**config.mk**
```make
export PLATFORM = sky130hd
export DESIGN_NAME = sha3_padder_flat
export DESIGN_NICKNAME = d
export VERILOG_FILES = /design/src/rtl/sha3_padder_pkg.sv /design/src/rtl/sha3_padder_if.sv /design/src/rtl/sha3_padder_padder1.sv /design/src/rtl/sha3_padder.sv /design/src/flat_wrapper.sv
export SDC_FILE = /design/constraint.sdc
export NUM_CORES = 1
export LEC_CHECK = 0
export CAP_MARGIN = 20
export CORE_AREA = 2 2 241 243
export DETAILED_ROUTE_END_ITERATION = 16
export DIE_AREA = 0 0 243 245
export GPL_ROUTABILITY_DRIVEN = 0
export PLACE_DENSITY = 0.72
export SYNTH_ARGS = -nofsm -noshare
export SYNTH_HDL_FRONTEND = slang
export SYNTH_HIERARCHICAL = 1
export SYNTH_SLANG_ARGS = --single-unit
```
**constraint.sdc**
```tcl
create_clock -name clk -period 25.9 [get_ports clk]
set_clock_uncertainty 0.1 [all_clocks]
set_input_delay 3.885 -clock clk [delete_from_list [all_inputs] [get_ports clk]]
set_output_delay 3.885 -clock clk [all_outputs]
set_load 0.01 [all_outputs]
```
**src/rtl/sha3_padder_pkg.sv**
```systemverilog
// sha3_pkg: shared constants and types for the SHA-3 message padder.
//   RATE_WORDS  - 32-bit words per SHA3-512 rate block (576 bits)
//   DOMAIN_BYTE - SHA-3 domain separation byte inserted after the message
//   FINAL_BIT   - closing pad bit, lives in the low byte of the last rate word
//   state_t     - padder FSM encoding
package sha3_pkg;

  localparam int RATE_WORDS = 18;
  localparam logic [7:0] DOMAIN_BYTE = 8'h06;
  localparam logic [31:0] FINAL_BIT = 32'h00000080;

  typedef enum logic [1:0] {
    ABSORB = 2'd0,
    PAD    = 2'd1,
    DONE   = 2'd2
  } state_t;

endpackage

```
**src/rtl/sha3_padder_if.sv**
```systemverilog
// sha3_padder_if: message-in / block-out handshake of the SHA-3 padder.
//   in, in_ready, is_last, byte_num - message word from the source
//   buffer_full                     - block register full, source must hold its word
//   out, out_ready                  - complete rate block for the permutation
//   f_ack                           - permutation has consumed the block
// The master modport is the source/permutation side, slave is the padder.
interface sha3_padder_if #(
  parameter int RATE_WORDS = sha3_pkg::RATE_WORDS
);

  logic [31:0]              in;
  logic                     in_ready;
  logic                     is_last;
  logic [1:0]               byte_num;
  logic                     buffer_full;
  logic [32*RATE_WORDS-1:0] out;
  logic                     out_ready;
  logic                     f_ack;

  modport master (
    output in, in_ready, is_last, byte_num, f_ack,
    input  buffer_full, out, out_ready
  );

  modport slave (
    input  in, in_ready, is_last, byte_num, f_ack,
    output buffer_full, out, out_ready
  );

endinterface

```
**src/rtl/sha3_padder_padder1.sv**
```systemverilog
// padder1: combinational domain-byte inserter for the final message word.
//   in_i       - final message word, byte 0 in [31:24]
//   byte_num_i - number of valid message bytes in in_i (0..3)
//   out_o      - valid bytes kept, domain byte placed right after them,
//                remaining bytes zero
module padder1
  import sha3_pkg::*;
(
  input  logic [31:0] in_i,
  input  logic [1:0]  byte_num_i,
  output logic [31:0] out_o
);

  logic [31:0] keepMask;
  logic [31:0] domainWord;

  // Keep the valid leading bytes and slide the domain byte down behind them.
  always_comb begin
    keepMask = 32'h0;
    case (byte_num_i)
      2'd0: keepMask = 32'h00000000;
      2'd1: keepMask = 32'hFF000000;
      2'd2: keepMask = 32'hFFFF0000;
      2'd3: keepMask = 32'hFFFFFF00;
      default: keepMask = 32'h0;
    endcase
    domainWord = {DOMAIN_BYTE, 24'h0} >> {byte_num_i, 3'b000};
    out_o = (in_i & keepMask) | domainWord;
  end

endmodule

```
**src/rtl/sha3_padder.sv**
```systemverilog
// sha3_padder: sequential SHA-3 message padder (one message per reset).
//   clk   - clock
//   reset - asynchronous active-high reset, discards any partial block
//   bus   - slave side of sha3_padder_if (message words in, rate block out)
// Words shift into a RATE_WORDS-deep block register. The last word gets the
// domain byte, zero words fill the rest of the block, and the final 0x80 bit
// is ORed into whichever write lands in the last slot.
module sha3_padder #(
  parameter int RATE_WORDS = sha3_pkg::RATE_WORDS
) (
  input logic         clk,
  input logic         reset,
  sha3_padder_if.slave bus
);

  import sha3_pkg::*;

  localparam int BLOCK_BITS = 32 * RATE_WORDS;
  localparam int COUNT_BITS = $clog2(RATE_WORDS + 1);
  localparam logic [COUNT_BITS-1:0] LAST_SLOT = COUNT_BITS'(RATE_WORDS - 1);

  state_t                  state_q, state_d;
  logic [COUNT_BITS-1:0]   count_q, count_d;
  logic                    full_q, full_d;
  logic [BLOCK_BITS-1:0]   out_q, out_d;

  logic [31:0] paddedWord;
  logic [31:0] writeWord;
  logic        accept;
  logic        write;
  logic        fillsBlock;

  padder1 u_padder1 (
    .in_i       (bus.in),
    .byte_num_i (bus.byte_num),
    .out_o      (paddedWord)
  );

  // Next-state logic. Acceptance uses the registered full flag, so a word
  // presented together with f_ack waits one cycle.
  always_comb begin
    accept     = (state_q == ABSORB) && bus.in_ready && !full_q;
    write      = accept || ((state_q == PAD) && !full_q);
    fillsBlock = write && (count_q == LAST_SLOT);

    if (state_q == PAD) begin
      writeWord = 32'h0;
    end else if (bus.is_last) begin
      writeWord = paddedWord;
    end else begin
      writeWord = bus.in;
    end
    // The closing bit shares the last slot with pad zeros or the last word.
    if (fillsBlock && ((state_q == PAD) || bus.is_last)) begin
      writeWord = writeWord | FINAL_BIT;
    end

    state_d = state_q;
    count_d = count_q;
    full_d  = full_q;
    out_d   = out_q;

    if (full_q && bus.f_ack) begin
      count_d = '0;
      full_d  = 1'b0;
    end else if (write) begin
      out_d   = {out_q[BLOCK_BITS-33:0], writeWord};
      count_d = count_q + 1'b1;
      full_d  = fillsBlock;
      if ((state_q == ABSORB) && bus.is_last) begin
        // A last word that fills the block needs no padding cycles.
        state_d = fillsBlock ? DONE : PAD;
      end else if ((state_q == PAD) && fillsBlock) begin
        state_d = DONE;
      end
    end
  end

  // State, counter, full flag and block register.
  always_ff @(posedge clk or posedge reset) begin
    if (reset) begin
      state_q <= ABSORB;
      count_q <= '0;
      full_q  <= 1'b0;
      out_q   <= '0;
    end else begin
      state_q <= state_d;
      count_q <= count_d;
      full_q  <= full_d;
      out_q   <= out_d;
    end
  end

  assign bus.buffer_full = full_q;
  assign bus.out_ready   = full_q;
  assign bus.out         = out_q;

endmodule

```
**src/flat_wrapper.sv**
```systemverilog
// flat-port wrapper written by rule: the top's interface ports become plain ports
module sha3_padder_flat import sha3_pkg::*;
#(
  parameter int RATE_WORDS = sha3_pkg::RATE_WORDS
)
  (clk, reset, bus_in, bus_in_ready, bus_is_last, bus_byte_num, bus_f_ack, bus_buffer_full, bus_out, bus_out_ready);
  sha3_padder_if #(.RATE_WORDS(RATE_WORDS)) bus_i ();
  input logic clk;
  input logic reset;
  input wire logic [$bits(bus_i.in)-1:0] bus_in;
  input wire logic [$bits(bus_i.in_ready)-1:0] bus_in_ready;
  input wire logic [$bits(bus_i.is_last)-1:0] bus_is_last;
  input wire logic [$bits(bus_i.byte_num)-1:0] bus_byte_num;
  input wire logic [$bits(bus_i.f_ack)-1:0] bus_f_ack;
  output wire logic [$bits(bus_i.buffer_full)-1:0] bus_buffer_full;
  output wire logic [$bits(bus_i.out)-1:0] bus_out;
  output wire logic [$bits(bus_i.out_ready)-1:0] bus_out_ready;
  assign bus_i.in = bus_in;
  assign bus_i.in_ready = bus_in_ready;
  assign bus_i.is_last = bus_is_last;
  assign bus_i.byte_num = bus_byte_num;
  assign bus_i.f_ack = bus_f_ack;
  assign bus_buffer_full = bus_i.buffer_full;
  assign bus_out = bus_i.out;
  assign bus_out_ready = bus_i.out_ready;
  sha3_padder #(.RATE_WORDS(RATE_WORDS)) u_core (.clk(clk), .reset(reset), .bus(bus_i));
endmodule
```
==> flow_summary.ini, run 1 <==
[flow_run]
max-cap-violations = 0

[logic_synthesis]
synthCells = 1344
seq_area_frac_synth = 0.634
ys.flop_type = dfrtp_1
synth-edff-count = 0
synth-warning-count = 6
syn-cell-area_um2 = 23100
yosysUniqueCellTypes = 42
ys_seq_elements = 584
synthArstFlopShare = 1.00
syn_avg_cell_area_um2 = 17.2

[floorplanning]
dieArea_um2 = 59500
initial_core_util = 0.404
rows = 88
pin_count = 617
core_um2 = 57000
fp.dieH_um = 245
die_w_um = 243

[sta]
hold_slack_ns = 0.381
relSlewSlack = 0.282
drv_slew = 0
final.setup.tns_ns = 0
fin_crit_ns = 7.14
fmax_mhz = 140
rsz0062_at_grt = false
tightestPinTransition_ns = 1.08
fin_crit_sh = 0.276
setup_viol = 0
finalHoldViolCount = 0

[final_layout]
multi_input_area_um2 = 7620
antennaDiodeCount = 0
ff_latch_area_um2 = 14600
drive_gt1_frac = 0.298
stdcell_count = 2773
final_nets = 2002
final_cell_mix = clkdlybuf4s50_1, dfrtp_1, mux2_2, mux2_4, mux2_1
fin_util = 0.551
n_fill_cell = 4727
area_growth_pct = 36.4
layout_commonest_cell = clkdlybuf4s50_1

[critical_path]
cp_max_fo = 85
critPathArrivalTime_ns = 7.52
worstSetupStartpointType = primary input
endpoint_kind = register
cp.required_ns = 26.28
critPathKind = primary input to register

[detailed_routing]
drt-vias-per-instance = 4.85
num_vias = 13441
drt_pre_antenna_iters = 4
drc = 0
wl_per_cell_um = 20.8
ant_nets = 0
wirelength_mm = 57.6
drtIter0Drc = 641

[pwr]
vdd_drop_max_mv = 0.0930
p_leak_nw = 15.0
powerDensity_nw_per_um2 = 118

[worst_hold_path]
hp-class = register to register

[clock_network]
path_clk_slew_ns = 0.06
htreeDepth = 2
post_cts_buffers = 0
cts_root_buf = clkbuf_16
clk_latency_ns = 0.60
cts_tree = yes
cts_buffers = 60
holdBufCountCts = 0
cts_resized = 0
clkSinkCount = 584
clockBufferDepth = 3

[placement]
portBuffers = 616
dp.cells = 2662
hpwl_mm = 41.9

[grt]
grt_pass1_wl_mm = 88.1
grt_use_total = 0.189
grt_max_degree = 185
grt_pass1_vias = 13859
grt-ovfl-total = 0
antenna_found_initial = 0

[outcome]
run_status = finished, final reports clean
sequential cells by signal (all words and copies together) (netlist names):
name and count:
u_core/state_q 2, u_core/bus.out 576, u_core/count_q 5, u_core/bus.buffer_full 1
where the power goes:
group          internal (mW)  switching [mW]  leakage, nW
Sequential              1.19           0.234         8.10
Clock                  0.478           0.348        0.918
Combinational          0.845           0.630         6.02
Total                   2.51            1.21         15.0
final cells by class:
cell class	count	area share
sequential	584	0.465
multi-input combinational	679	0.243
timing repair buffer	631	0.201
clock buffer	97	0.0567
tap	765	0.0305
clock inverter	12	0.00334
inverter	5	0.000836
per-stage QoR:
step	setup slack (ns)	power, mW	cell area, um^2
finish	18.76	3.72	31400
detailed placement	18.12	2.93	29500
global route	18.56	3.91	31400
global placement	18.16	2.89	29500
CTS	18.75	3.77	31400
floorplan	5.57	2.25	23100
cell families (layout without fill, tap and decap cells):
| kind of cell | after synthesis | in the layout | synth area share |
|---|---|---|---|
| buf+inv | 86 | 745 | 0.0361 |
| compound gates | 41 | 41 | 0.0146 |
| fa+ha+maj | 2 | 2 | 0.00109 |
| simple gates | 51 | 51 | 0.0142 |
| mux | 579 | 579 | 0.300 |
| flops | 584 | 584 | 0.634 |
| other cells | 1 | 6 | 0.000163 |
worst max-delay path, cell delays in order:
cell             delay, ns
clkdlybuf4s50_1       0.44
or2_1                 0.31
nand2_8               0.56
buf_4                 0.86
buf_4                 0.94
mux2_2                0.43
final timing paths:
kind / startpoint / endpoint / slack [ns] / depth (start not counted)
max in group asynchronous: reset / u_core/bus.out[63] / 19.71 / 4
setup reg to reg: u_core/state_q[0] / u_core/bus.out[510] / 22.01 / 5
min in group asynchronous: reset / u_core/bus.out[71] / 3.78 / 2
hold reg to reg: u_core/count_q[4] / u_core/count_q[4] / 0.38 / 1
setup / recovery: bus_in_ready / u_core/bus.out[510] / 18.76 / 6
hold / removal: u_core/count_q[4] / u_core/count_q[4] / 0.38 / 1
cells in the mapped netlist, types with 4 or more instances:
cell type	number	area (um^2)
mux2_2	364	4100
inv_1	5	18.8
and3_2	5	37.5
buf_6	54	608
buf_8	4	60.1
nand3_1	4	20.0
and2_2	7	52.6
nand2_1	9	33.8
clkbuf_1	5	18.8
mux2_4	116	1740
mux2i_1	35	350
o2bb2ai_1	31	272
mux2_1	64	721
buf_2	6	30.0
buf_4	9	67.6
dfrtp_1	584	14600
per-layer routing:
layer  up-vias  global-route usage  wire [um]
li1       6025                   -          -
met3       112              0.0510       3590
met2       407               0.313      28300
met1      6897               0.236      23600
met4         0              0.0770       2200
met5         -                   0          0
Note: power is estimated with default switching activity, not from simulation.
==> run 2: changes to the inputs <==
--- a/config.mk
+++ b/config.mk
@@ -6,11 +6,11 @@
 export NUM_CORES = 1
 export LEC_CHECK = 0
 export CAP_MARGIN = 20
-export CORE_AREA = 2 2 241 243
+export CORE_AREA = 2 2 239 241
 export DETAILED_ROUTE_END_ITERATION = 16
-export DIE_AREA = 0 0 243 245
+export DIE_AREA = 0 0 241 243
 export GPL_ROUTABILITY_DRIVEN = 0
-export PLACE_DENSITY = 0.72
+export PLACE_DENSITY = 0.75
 export SYNTH_ARGS = -nofsm -noshare
 export SYNTH_HDL_FRONTEND = slang
 export SYNTH_HIERARCHICAL = 1
==> constraint.sdc (replaced) <==
create_clock -name clk -period 6.2 [get_ports clk]
set_clock_uncertainty 0.1 [all_clocks]
set_input_delay 0.93 -clock clk [delete_from_list [all_inputs] [get_ports clk]]
set_output_delay 0.93 -clock clk [all_outputs]
set_load 0.01 [all_outputs]
==> flow_summary.ini, run 2 (synthesis results as in run 1) <==
[outcome]
run_status = finished, final reports clean

[sta]
setup_viol = 0
finalHoldViolCount = 0
hold_slack_ns = 0.384
final.setup.tns_ns = 0
drv_slew = 0
fmax_mhz = 309
setup_ws_ns = 2.97
tightestPinTransition_ns = 1.03
fin_crit_sh = 0.521
fin_crit_ns = 3.23
relSlewSlack = 0.311
rsz0062_at_grt = false

[clock_network]
cts_root_buf = clkbuf_16
holdBufCountCts = 0
clockBufferDepth = 3
path_clk_slew_ns = 0.06
htreeDepth = 2
cts_buffers = 60
clk_latency_ns = 0.61
cts_tree = yes
post_cts_buffers = 0
clkSinkCount = 584
cts_resized = 0

[grt]
grt-ovfl-total = 0
grt_use_total = 0.189
grt_pass1_wl_mm = 86.4
antenna_found_initial = 0
grt_max_degree = 156
grt_pass1_vias = 13828

[placement]
dp_slack_ns = 2.41
dp.cells = 2657
portBuffers = 616
hpwl_mm = 40.8

[floorplanning]
dieArea_um2 = 58600
fp.dieH_um = 243
initial_core_util = 0.412
core_um2 = 56000
pin_count = 617
die_w_um = 241
rows = 87

[critical_path]
critPathKind = primary input to register
path_buf_inv = 2
crit_family = buffers and inverters
cp.required_ns = 6.58
r2r_cells = 4
critPathArrivalTime_ns = 3.61
cp_slowest_stage_delay_ns = 0.71
endpoint_kind = register
critPathLaunch = bus_in_ready
crit_chain = clkdlybuf4s50_1 > or2_1 > nand2_8 > buf_4 > mux2_1
r2r_start = u_core/state_q[0]
cp.depth = 5
cp_max_fo = 98
worstSetupStartpointType = primary input
crit_slowest_cell = buf_4

[worst_hold_path]
worstHoldPathCells = 1
hp-class = register to register
worstHoldStart = u_core/count_q[4]

[detailed_routing]
drt-vias-per-instance = 4.80
drc = 0
wl_per_cell_um = 20.4
drtIter0Drc = 568
ant_nets = 0
wirelength_mm = 56.4
num_vias = 13263
drt_pre_antenna_iters = 6

[pwr]
powerDensity_nw_per_um2 = 501
vdd_drop_max_mv = 0.341
p_leak_nw = 15.1
power_mw = 15.8

[final_layout]
final_cell_mix = clkdlybuf4s50_1, dfrtp_1, mux2_2, mux2_4, mux2_1
area_growth_pct = 37.2
stdcell_count = 2765
largest_reg_flops = 576
final_nets = 2004
layout_commonest_cell = clkdlybuf4s50_1
n_fill_cell = 4441
drive_gt1_frac = 0.303

[flow_run]
max-cap-violations = 0
[run 2: layout make-up]
| cell class | count | area [um^2] | area share |
|---|---|---|---|
| Clock buffer | 91 | 1800 | 0.0569 |
| Multi-Input combinational cell | 679 | 7620 | 0.241 |
| Inverter | 5 | 22.5 | 0.000712 |
| Timing Repair Buffer | 633 | 6350 | 0.201 |
| Sequential cell | 584 | 14600 | 0.462 |
| Tap cell | 756 | 946 | 0.0299 |
| Antenna cell | 1 | 2.50 | 0.0000791 |
| Clock inverter | 16 | 269 | 0.00851 |
[run 2: worst paths after layout]
path	to	slack [ns]
max	u_core/bus.out[485]	2.97
min	u_core/count_q[4]	0.38
max reg2reg	u_core/bus.out[485]	3.26
min reg2reg	u_core/count_q[4]	0.38
max in group asynchronous	u_core/bus.out[225]	4.11
min in group asynchronous	u_core/bus.out[105]	0.63
[run 2: worst reg2reg max path, stage by stage (launching register included)]
cell	delay (ns)
dfrtp_1	0.43
or2_1	0.35
nand2_8	0.66
buf_4	0.80
mux2_1	0.46
[run 2: routing by layer]
| metal | track usage | vias to the layer above | share of wire |
|---|---|---|---|
| met2 | 0.320 | 376 | 0.50 |
| met3 | 0.0482 | 97 | 0.063 |
| met5 | 0 | - | 0 |
| li1 | - | 6036 | - |
| met1 | 0.234 | 6754 | 0.41 |
| met4 | 0.0643 | 0 | 0.030 |
[run 2: stage by stage]
step / cell area [um^2] / utilization
2_1_floorplan: 23100 / -
3_3_place_gp: 29600 / 0.528
4_1_cts: 31600 / 0.565
6_report: 31600 / 0.565
5_1_grt: 31600 / 0.565
3_5_place_dp: 29600 / 0.528
[run 2: power by group]
group / leakage (nW) / switching, mW / internal (mW)
registers: 8.10 / 0.965 / 4.96
logic: 6.03 / 2.63 / 3.54
clock network: 1.02 / 1.47 / 2.28
==> run 3: changes to the inputs <==
--- a/config.mk
+++ b/config.mk
@@ -6,11 +6,11 @@
 export NUM_CORES = 1
 export LEC_CHECK = 0
 export CAP_MARGIN = 20
-export CORE_AREA = 2 2 239 241
+export CORE_AREA = 2 2 241 243
 export DETAILED_ROUTE_END_ITERATION = 16
-export DIE_AREA = 0 0 241 243
+export DIE_AREA = 0 0 243 245
 export GPL_ROUTABILITY_DRIVEN = 0
-export PLACE_DENSITY = 0.75
+export PLACE_DENSITY = 0.72
 export SYNTH_ARGS = -nofsm -noshare
 export SYNTH_HDL_FRONTEND = slang
 export SYNTH_HIERARCHICAL = 1
==> constraint.sdc (replaced) <==
create_clock -name clk -period 3.2 [get_ports clk]
set_clock_uncertainty 0.1 [all_clocks]
set_input_delay 0.48 -clock clk [delete_from_list [all_inputs] [get_ports clk]]
set_output_delay 0.48 -clock clk [all_outputs]
set_load 0.01 [all_outputs]
==> flow_summary.ini, run 3 (synthesis results as in run 1) <==
[final_layout]
area_growth_pct = 37.9
n_fill_cell = 4609
multi_input_area_um2 = 7620
ff_latch_area_um2 = 14600
layout_commonest_cell = clkdlybuf4s50_1
largest_reg_flops = 576
fin_area_um2 = 31800
final_cell_mix = clkdlybuf4s50_1, dfrtp_1, mux2_2, mux2_4, mux2_1
stdcell_count = 2797
antennaDiodeCount = 0
drive_gt1_frac = 0.312
final_nets = 2028

[critical_path]
r2r_cells = 4
crit_chain = clkdlybuf4s50_1
cp.required_ns = 2.62
critPathKind = register to output pin
cp_max_fo = 3
cp_slowest_stage_delay_ns = 0.69
timing.rr.end = u_core/bus.out[214]
cp.depth = 1
endpoint_kind = output pin
critPathArrivalTime_ns = 1.72
worstSetupStartpointType = register
rrSetupSlack_ns = 0.94
critPathLaunch = u_core/bus.out[240]
crit_family = buffers and inverters
crit_end = bus_out[240]
r2r_start = u_core/state_q[0]
path_buf_inv = 1
crit_slowest_cell = clkdlybuf4s50_1

[floorplanning]
die_w_um = 243
core_um2 = 57000
initial_core_util = 0.404
dieArea_um2 = 59500
rows = 88
pin_count = 617
fp.dieH_um = 245

[clock_network]
cts_root_buf = clkbuf_16
holdBufCountCts = 0
htreeDepth = 2
path_clk_slew_ns = 0.06
cts_tree = yes
cts_buffers = 60
post_cts_buffers = 0
cts_resized = 0
clkSinkCount = 584
clockBufferDepth = 3
clk_latency_ns = 0.61

[detailed_routing]
drt_pre_antenna_iters = 4
drc = 0
num_vias = 13472
wl_per_cell_um = 20.5
wirelength_mm = 57.5
ant_nets = 0
drt-vias-per-instance = 4.82
drtIter0Drc = 573

[sta]
relSlewSlack = 0.494
tightestPinTransition_ns = 0.759
finalHoldViolCount = 0
setup_viol = 0
fin_crit_ns = 2.30
fin_crit_sh = 0.718
drv_slew = 0
fmax_mhz = 435
rsz0062_at_grt = false
setup_ws_ns = 0.901

[worst_hold_path]
hp-class = primary input to async pin

[grt]
antenna_found_initial = 0
grt_max_degree = 100
grt-ovfl-total = 0
grt_pass1_wl_mm = 87.3
grt_use_total = 0.188
grt_pass1_vias = 13975

[pwr]
vdd_drop_max_mv = 0.787
p_leak_nw = 15.3
powerDensity_nw_per_um2 = 964

[placement]
portBuffers = 616
placed_area_um2 = 29800
hpwl_mm = 42.7
dp.cells = 2690
dp_slack_ns = 0.488

[outcome]
run_status = finished, final reports clean

[flow_run]
max-cap-violations = 0
==> run 3: cell count changes in the layout (fill, tap and decap cells not counted) <==
cell / change
buf_12: +8
buf_4: +16
bufinv_16: -3
clkbuf_1: -2
clkbuf_8: -6
clkinv_2: +12
clkinv_4: +3
clkinvlp_4: -1
diode_2: -1
inv_6: -3
==> run 3: cell type report <==
| cell class | count | share of cell area |
|---|---|---|
| clock buffers | 83 | 0.0538 |
| clock inverters | 24 | 0.00728 |
| inverters | 5 | 0.000708 |
| multi-input cells | 679 | 0.240 |
| flip-flops and latches | 584 | 0.460 |
| well taps | 765 | 0.0301 |
| repair buffers | 657 | 0.209 |
==> run 3: power breakdown <==
group / switching, mW / total [mW] / internal (mW)
Combinational: 5.17 / 12.3 / 7.09
Sequential: 1.89 / 11.5 / 9.61
Clock: 2.85 / 6.88 / 4.03
Total: 9.91 / 30.6 / 20.7
==> run 3: how the worst min path moves through the flow <==
| stage | cells after the start | startpoint | slack [ns] | to |
|---|---|---|---|---|
| after global placement | 1 | u_core/count_q[4] | 0.36 | u_core/count_q[4] |
| after global routing | 3 | reset | 0.25 | u_core/bus.out[73] |
| after detailed placement | 1 | u_core/count_q[4] | 0.37 | u_core/count_q[4] |
| after floorplan | 1 | u_core/count_q[4] | 0.34 | u_core/count_q[4] |
| after CTS | 3 | reset | 0.24 | u_core/bus.out[73] |
| final | 3 | reset | 0.25 | u_core/bus.out[73] |
==> run 3: per-layer routing <==
layer / up-vias / track usage / routed length [um]
met5: - / 0 / 0
met4: 0 / 0.0713 / 2120
met3: 122 / 0.0497 / 3450
met2: 388 / 0.316 / 28400
met1: 6879 / 0.233 / 23400
li1: 6083 / - / -
==> run 3: per-stage QoR <==
step                 TNS, ns  power, mW  hold WS [ns]   util
floorplan           -3118.23       18.2         0.339      -
global placement           0       23.7         0.358  0.523
detailed placement         0       24.0         0.369  0.523
CTS                        0       31.0         0.244  0.557
global route               0       32.1         0.249  0.557
finish                     0       30.6         0.245  0.557
